==> config.mk <==
export PLATFORM = sky130hd
export DESIGN_NAME = ps2_host_tx
export DESIGN_NICKNAME = d
export VERILOG_FILES = /design/src/rtl/ps2_host_tx_pkg.sv /design/src/rtl/ps2_line_filter.sv /design/src/rtl/ps2_host_tx.sv
export SDC_FILE = /design/constraint.sdc
export NUM_CORES = 1
export LEC_CHECK = 0
export BUFFER_PORTS_ARGS = -buffer_cell sky130_fd_sc_hd__buf_2
export CAP_MARGIN = 20
export CORE_ASPECT_RATIO = 0.75
export CORE_UTILIZATION = 25
export CTS_BUF_LIST = sky130_fd_sc_hd__clkbuf_4
export CTS_CLUSTER_SIZE = 25
export DETAILED_ROUTE_END_ITERATION = 10
export PLACE_DENSITY = 0.5
export SLEW_MARGIN = 20
export SYNTH_ARGS = -nofsm -noshare
export SYNTH_HDL_FRONTEND = slang
export SYNTH_SLANG_ARGS = --single-unit
==> constraint.sdc <==
create_clock -name clk28_i -period 5.9 [get_ports clk28_i]
set_input_delay 0.295 -clock clk28_i [delete_from_list [all_inputs] [get_ports clk28_i]]
set_output_delay 0.295 -clock clk28_i [all_outputs]
set_load 0.005 [all_outputs]
==> src/rtl/ps2_host_tx_pkg.sv <==
// Shared PS/2 definitions: transmitter FSM encodings, keyboard command bytes and
// the host-to-device frame layout.
package ps2_host_tx_pkg;

   localparam logic [2:0] ST_IDLE      = 3'd0;
   localparam logic [2:0] ST_INHIBIT   = 3'd1;
   localparam logic [2:0] ST_START     = 3'd2;
   localparam logic [2:0] ST_SEND      = 3'd3;
   localparam logic [2:0] ST_ACK       = 3'd4;
   localparam logic [2:0] ST_WAIT_IDLE = 3'd5;
   localparam logic [2:0] ST_DONE      = 3'd6;
   localparam logic [2:0] ST_ERR       = 3'd7;

   localparam logic [7:0] PS2_CMD_LEDS  = 8'hED;
   localparam logic [7:0] PS2_CMD_RESET = 8'hFF;
   localparam logic [7:0] PS2_ACK       = 8'hFA;

   // Bits after the start bit, shifted out LSB first.
   typedef struct packed {
      logic       stop;
      logic       parity;
      logic [7:0] data;
   } ps2_frame_t;

   function automatic ps2_frame_t ps2_make_frame(input logic [7:0] data);
      ps2_frame_t f;
      f.stop   = 1'b1;
      f.parity = ~^data;
      f.data   = data;
      return f;
   endfunction

endpackage

==> src/rtl/ps2_line_filter.sv <==
// Input conditioning for one open-drain PS/2 line: two-flop synchroniser, stability
// filter and a one-cycle strobe on each filtered high-to-low transition.
module ps2_line_filter #(
   parameter int   FILT_LEN  = 8,
   parameter logic RESET_VAL = 1'b1
) (
   input  logic clk_i,
   input  logic rst_n_i,
   input  logic line_i,
   output logic filt_o,
   output logic fall_o
);

   localparam int             SW        = (FILT_LEN > 1) ? $clog2(FILT_LEN) : 1;
   localparam logic [SW-1:0]  STAB_LAST = SW'(FILT_LEN - 1);

   logic          sync1_q;
   logic          sync2_q;
   logic          filt_q;
   logic          fall_q;
   logic [SW-1:0] stab_q;

   // Filtered value follows the synchronised line only after FILT_LEN consecutive
   // cycles of disagreement; any return to agreement restarts the count.
   always_ff @(posedge clk_i or negedge rst_n_i) begin
      if (!rst_n_i) begin
         sync1_q <= RESET_VAL;
         sync2_q <= RESET_VAL;
         filt_q  <= RESET_VAL;
         fall_q  <= 1'b0;
         stab_q  <= '0;
      end else begin
         sync1_q <= line_i;
         sync2_q <= sync1_q;
         fall_q  <= 1'b0;
         if (sync2_q == filt_q) begin
            stab_q <= '0;
         end else if (stab_q == STAB_LAST) begin
            filt_q <= sync2_q;
            fall_q <= ~sync2_q;
            stab_q <= '0;
         end else begin
            stab_q <= stab_q + SW'(1);
         end
      end
   end

   assign filt_o = filt_q;
   assign fall_o = fall_q;

endmodule

==> src/rtl/ps2_host_tx.sv <==
// Host-to-device PS/2 command transmitter: inhibits the bus, issues a start bit,
// shifts a byte out on device clock falls and checks the device ACK.
//
//  state      | meaning
//  -----------+-------------------------------------------------------------
//  IDLE       | lines released, waiting for tx_start
//  INHIBIT    | clock pulled low for INHIBIT_CYCLES
//  START      | clock and data low for START_HOLD, then clock released
//  SEND       | device clocking; drive d0..d7, parity, stop on each fall
//  ACK        | data released; sample device ACK on the 11th fall
//  WAIT_IDLE  | wait for device to release both lines
//  DONE       | one-cycle success pulse
//  ERR        | one-cycle NACK/timeout pulse
module ps2_host_tx
   import ps2_host_tx_pkg::*;
#(
   parameter int INHIBIT_CYCLES = 2840,
   parameter int START_HOLD     = 16,
   parameter int TIMEOUT_CYCLES = 425000,
   parameter int FILT_LEN       = 8
) (
   input  logic       clk28_i,
   input  logic       reset_n_i,
   input  logic [7:0] tx_data_i,
   input  logic       tx_start_i,
   output logic       tx_busy_o,
   output logic       tx_done_o,
   output logic       tx_error_o,
   output logic       rx_inhibit_o,
   input  logic       ps2_clk_i,
   input  logic       ps2_dat_i,
   output logic       ps2_clk_oe_o,
   output logic       ps2_dat_oe_o
);

   localparam int CNT_MAX = (INHIBIT_CYCLES > START_HOLD) ? INHIBIT_CYCLES : START_HOLD;
   localparam int CW      = $clog2(CNT_MAX + 1);
   localparam int WW      = $clog2(TIMEOUT_CYCLES + 1);

   localparam logic [CW-1:0] INH_LAST   = CW'(INHIBIT_CYCLES - 1);
   localparam logic [CW-1:0] HOLD_LAST  = CW'(START_HOLD - 1);
   localparam logic [WW-1:0] WDOG_LIMIT = WW'(TIMEOUT_CYCLES);

   logic [2:0]    state_q,  state_d;
   logic [9:0]    sh_q,     sh_d;
   logic [3:0]    bitcnt_q, bitcnt_d;
   logic [CW-1:0] cnt_q,    cnt_d;
   logic [WW-1:0] wdog_q,   wdog_d;
   logic          clk_oe_q, clk_oe_d;
   logic          dat_oe_q, dat_oe_d;

   logic          clk_filt;
   logic          clk_fall;
   logic          dat_filt;
   logic          dat_fall_unused;
   logic          watched;
   logic [WW-1:0] wdog_inc;

   ps2_line_filter #(.FILT_LEN(FILT_LEN), .RESET_VAL(1'b1)) u_clk_filt (
      .clk_i   (clk28_i),
      .rst_n_i (reset_n_i),
      .line_i  (ps2_clk_i),
      .filt_o  (clk_filt),
      .fall_o  (clk_fall)
   );

   ps2_line_filter #(.FILT_LEN(FILT_LEN), .RESET_VAL(1'b1)) u_dat_filt (
      .clk_i   (clk28_i),
      .rst_n_i (reset_n_i),
      .line_i  (ps2_dat_i),
      .filt_o  (dat_filt),
      .fall_o  (dat_fall_unused)
   );

   assign watched  = (state_q == ST_SEND) || (state_q == ST_ACK) || (state_q == ST_WAIT_IDLE);
   assign wdog_inc = wdog_q + WW'(1);

   always_comb begin
      state_d  = state_q;
      sh_d     = sh_q;
      bitcnt_d = bitcnt_q;
      cnt_d    = cnt_q;
      wdog_d   = wdog_q;
      clk_oe_d = clk_oe_q;
      dat_oe_d = dat_oe_q;

      case (state_q)
         ST_IDLE: begin
            dat_oe_d = 1'b0;
            if (tx_start_i) begin
               sh_d     = ps2_make_frame(tx_data_i);
               clk_oe_d = 1'b1;
               cnt_d    = '0;
               state_d  = ST_INHIBIT;
            end
         end
         ST_INHIBIT: begin
            if (cnt_q == INH_LAST) begin
               dat_oe_d = 1'b1;
               cnt_d    = '0;
               state_d  = ST_START;
            end else begin
               cnt_d = cnt_q + CW'(1);
            end
         end
         ST_START: begin
            if (cnt_q == HOLD_LAST) begin
               clk_oe_d = 1'b0;
               wdog_d   = '0;
               bitcnt_d = '0;
               state_d  = ST_SEND;
            end else begin
               cnt_d = cnt_q + CW'(1);
            end
         end
         ST_SEND: begin
            // The tenth fall puts the stop bit (a 1) on the line, i.e. releases data.
            if (clk_fall) begin
               dat_oe_d = ~sh_q[bitcnt_q];
               bitcnt_d = bitcnt_q + 4'd1;
               if (bitcnt_q == 4'd9) begin
                  state_d = ST_ACK;
               end
            end
         end
         ST_ACK: begin
            if (clk_fall) begin
               if (!dat_filt) begin
                  state_d = ST_WAIT_IDLE;
               end else begin
                  clk_oe_d = 1'b0;
                  dat_oe_d = 1'b0;
                  state_d  = ST_ERR;
               end
            end
         end
         ST_WAIT_IDLE: begin
            if (clk_filt && dat_filt) begin
               state_d = ST_DONE;
            end
         end
         ST_DONE: begin
            state_d = ST_IDLE;
         end
         ST_ERR: begin
            clk_oe_d = 1'b0;
            dat_oe_d = 1'b0;
            state_d  = ST_IDLE;
         end
         default: begin
            clk_oe_d = 1'b0;
            dat_oe_d = 1'b0;
            state_d  = ST_IDLE;
         end
      endcase

      // Watchdog: any fall restarts it; reaching the limit aborts the frame.
      if (watched) begin
         if (clk_fall) begin
            wdog_d = '0;
         end else if (wdog_inc == WDOG_LIMIT) begin
            wdog_d   = wdog_inc;
            clk_oe_d = 1'b0;
            dat_oe_d = 1'b0;
            state_d  = ST_ERR;
         end else begin
            wdog_d = wdog_inc;
         end
      end
   end

   always_ff @(posedge clk28_i or negedge reset_n_i) begin
      if (!reset_n_i) begin
         state_q  <= ST_IDLE;
         sh_q     <= '0;
         bitcnt_q <= '0;
         cnt_q    <= '0;
         wdog_q   <= '0;
         clk_oe_q <= 1'b0;
         dat_oe_q <= 1'b0;
      end else begin
         state_q  <= state_d;
         sh_q     <= sh_d;
         bitcnt_q <= bitcnt_d;
         cnt_q    <= cnt_d;
         wdog_q   <= wdog_d;
         clk_oe_q <= clk_oe_d;
         dat_oe_q <= dat_oe_d;
      end
   end

   assign tx_busy_o    = (state_q != ST_IDLE);
   assign rx_inhibit_o = tx_busy_o;
   assign tx_done_o    = (state_q == ST_DONE);
   assign tx_error_o   = (state_q == ST_ERR);
   assign ps2_clk_oe_o = clk_oe_q;
   assign ps2_dat_oe_o = dat_oe_q;

endmodule

==> metrics.yaml <==
outcome: "complete, no violations"
clockBufferDepth: 2
slew_headroom_pct: 39.6
cp_num_buf_inv: 1
clock-sinks: 63
path_common_cell: "nor2_1"
yosysSeqAreaShare_pct: 45.1
synth-seq-cells: 63
path_class: "reg2reg"
crit_arrival_ps: 2810
met1_usage_pct: 16.2
drive_gt1_share_pct: 19.4
cap_viol_max_count: 0
fp.dieW_um: 139
syn2layout_area_growth_pct: 10.4
diodes: 0
startpoint_type: "flop"
die_area_um2: 14500
drv_slew: 0
r2r_start: "state_q[2]$_DFF_PN0_"
grt_overflow: 0
drt-total-wl_mm: 7.47
synth_cells: 352
setup_tns_ps: 0
muxShareOfSynthArea_pct: 7.13
finalSetupViolations: 0
fin_ws_ps: 3370
leakagePower_nw: 1.63
ir_worst_vdd_uv: 111
ys.warnings.count: 0
top_usage_layer: "met2"
vias_per_cell: 4.72
io_pins: 19
grt_pass1_wl_mm: 13.2
placed_area_um2: 3740
insertion_delay_ps: 410
synth-edff-count: 0
reg2regPathDepth: 6
cts_max_level: 3
place_inst: 533
use_met2_pct: 16.5
rsz0062_at_grt: "false"
synth_flop_cell: "dfrtp_1"
grt_start_max_net_pins: 64
cts_tree: "yes"
fin_crit_sh_pct: 42.9
synth-compound-area-share_pct: 12.9
avgSynthCellArea_um2: 9.97
cp-startpoint: "state_q[2]$_DFF_PN0_"
gp_congestion: 0.754
rows: 37
gr-usage-met3_pct: 2.98
finalCriticalPeriod_ps: 2530
initialDrtViolationCount: 98
clock_skew_ps: 10.2
synth_area_um2: 3510
grt_antenna_before_repair: 0
synth_top_area_share_pct: 40.6
final_antenna_net_count: 0
synth-xor-area-share_pct: 5.74
hold_viol_final: 0
track_usage_pct: 11.4
path_clk_slew_ps: 100
synth-simple-area-share_pct: 23.1
crit_family: "simple AND/OR/NAND/NOR gates"
design_area_um2: 3870
drt-pass1-iter-count: 4
final_core_util_pct: 28.3
hold_path.class: "in2async"
yosys-top-cells-area: "dfrtp_1 41%, dfstp_2 4.5%, nand2_1 4.2%"
hpwl_mm: 5.27
start_util_pct: 25.6
grt_pass1_vias: 2648
nets: 392
synth-adder-area-share_pct: 2.85
coreArea_um2: 13700
synth_top_family_by_area: "simple AND/OR/NAND/NOR gates"
yosys.area.top_type: "dfrtp_1"
die_y_um: 105
crit_path_cell_trace: "inv_1 -> nor2_1 -> o21ba_2 -> nand3_1 -> nor4_2 -> nor2_1"
slowest_stage: "dfrtp_1"
ys_types: 58
wl_per_cell_um: 13.6
synthArstFlopShare_pct: 100
synth_nets: 373
numCtsBuffers: 9
numPortBuffers: 18
root_buffer: "clkbuf_4"
tightest_slew_ps: 903
cpPeakStageDelay_ps: 710
worst-r2r-setup-slack_ps: 3370
max_freq_ghz: 0.395
pre_cts_ws_ps: 3410
cp-end-kind: "flop"
r2r-end: "ps2_clk_oe_o$_DFF_PN0_"
route.detailed.drc: 0
fin_cells: 551
cp.required_ps: 6180
via_count: 2601
cp_max_fo: 19
p_per_area_nw_per_um2: 252
==> repair_timing <==
action,CTS,global route
hold endpoints to repair,2,0
hold buffers,2,0
setup buffers,0,0
gates resized for setup,0,0
==> report_power, final <==
group          leakage [nW]  internal [mW]  switching, mW  total [mW]
combinational         0.756         0.0893         0.0806       0.170
clock                0.0692          0.103          0.151       0.254
sequential            0.807          0.497         0.0564       0.553
total                  1.63          0.690          0.288       0.977
==> routing by layer <==
metal  vias to the layer above  part of all wire (%)
met4                         0                   1.7
li1                       1309                     -
met2                        33                    42
met1                      1252                    53
met5                         -                     0
met3                         7                   3.4
==> cell type report <==
type	count	area (um^2)
multi-input cells	269	1820
clock inverters	3	13.8
well taps	175	219
repair buffers	21	118
inverters	7	26.3
clock buffers	13	97.6
flip-flops and latches	63	1580
fillers	1450	9830
==> synth_stat cells (3+ instances only) <==
cell / count
o21ai_1: 5
ha_1: 8
mux2_2: 12
o21ai_0: 23
nand2b_1: 4
dfstp_2: 6
xor2_1: 7
dfrtp_1: 57
o22ai_1: 5
nand4_1: 7
nor3b_1: 6
and3_1: 4
mux2i_1: 7
nor3_1: 7
inv_1: 7
clkbuf_1: 6
nand2_1: 39
o31ai_1: 6
a22o_2: 4
nor2_1: 31
nand4b_1: 3
or3_1: 4
nand3_1: 10
a31oi_1: 9
nor2b_1: 3
xnor2_1: 16
a21oi_1: 8
and4_1: 4
buf_6: 4
and2_1: 8
==> through the flow <==
step / hold slack, ps / total power, mW
2_1_floorplan: -0.591 / 0.679
3_3_place_gp: 347 / 0.726
3_5_place_dp: 348 / 0.736
4_1_cts: 67.1 / 0.999
5_1_grt: 113 / 1.04
6_report: 30.3 / 0.977
==> how the worst max path moves through the flow <==
stage	to	cells after the start
floorplan	cnt_q[8]$_DFFE_PN0P_	7
global placement	ps2_dat_oe_o$_DFF_PN0_	6
detailed placement	ps2_clk_oe_o$_DFF_PN0_	6
CTS	ps2_clk_oe_o$_DFF_PN0_	6
global route	ps2_dat_oe_o$_DFF_PN0_	6
finish	ps2_clk_oe_o$_DFF_PN0_	6
==> registers in the layout, summed over array words and instances (netlist names) <==
| signal | flops |
|---|---|
| u_clk_filt.filt_o | 1 |
| ps2_clk_oe_o | 1 |
| u_clk_filt.stab_q | 3 |
| u_dat_filt.filt_o | 1 |
| state_q | 3 |
| u_clk_filt.fall_o | 1 |
| u_dat_filt.sync2_q | 1 |
| cnt_q | 12 |
| u_clk_filt.sync1_q | 1 |
| wdog_q | 19 |
| sh_q | 10 |
| u_dat_filt.stab_q | 3 |
| bitcnt_q | 4 |
| u_clk_filt.sync2_q | 1 |
| u_dat_filt.sync1_q | 1 |
| ps2_dat_oe_o | 1 |
==> worst reg2reg max path, cell delays in order (launching register included) <==
cell and delay (ps):
dfrtp_1 710, inv_1 270, nor2_1 330, o21ba_2 390, nand3_1 140, nor4_2 460, nor2_1 110
==> logic make-up after synthesis <==
kind of cell	Yosys count
AOI/OAI and AO/OA	71
xor gates and xnor gates	23
adders and majority gates	8
buffers and inverters	20
DFF	63
muxes	21
and+or+nand+nor	146
==> placed cells by master (no fill, tap or decap), types with 5 or more instances in the layout <==
| cell | n |
|---|---|
| dfrtp_1 | 57 |
| nand2_1 | 39 |
| nor2_1 | 31 |
| o21ai_0 | 23 |
| buf_2 | 18 |
| xnor2_1 | 16 |
| clkbuf_4 | 13 |
| mux2_2 | 12 |
| nand3_1 | 10 |
| a31oi_1 | 9 |
| and2_1 | 8 |
| a21oi_1 | 8 |
| ha_1 | 8 |
| xor2_1 | 7 |
| inv_1 | 7 |
| nor3_1 | 7 |
| mux2i_1 | 7 |
| nand4_1 | 7 |
| nor3b_1 | 6 |
| o31ai_1 | 6 |
| dfstp_2 | 6 |
| o22ai_1 | 5 |
| o21ai_1 | 5 |
(Power assumes the default switching activity.)
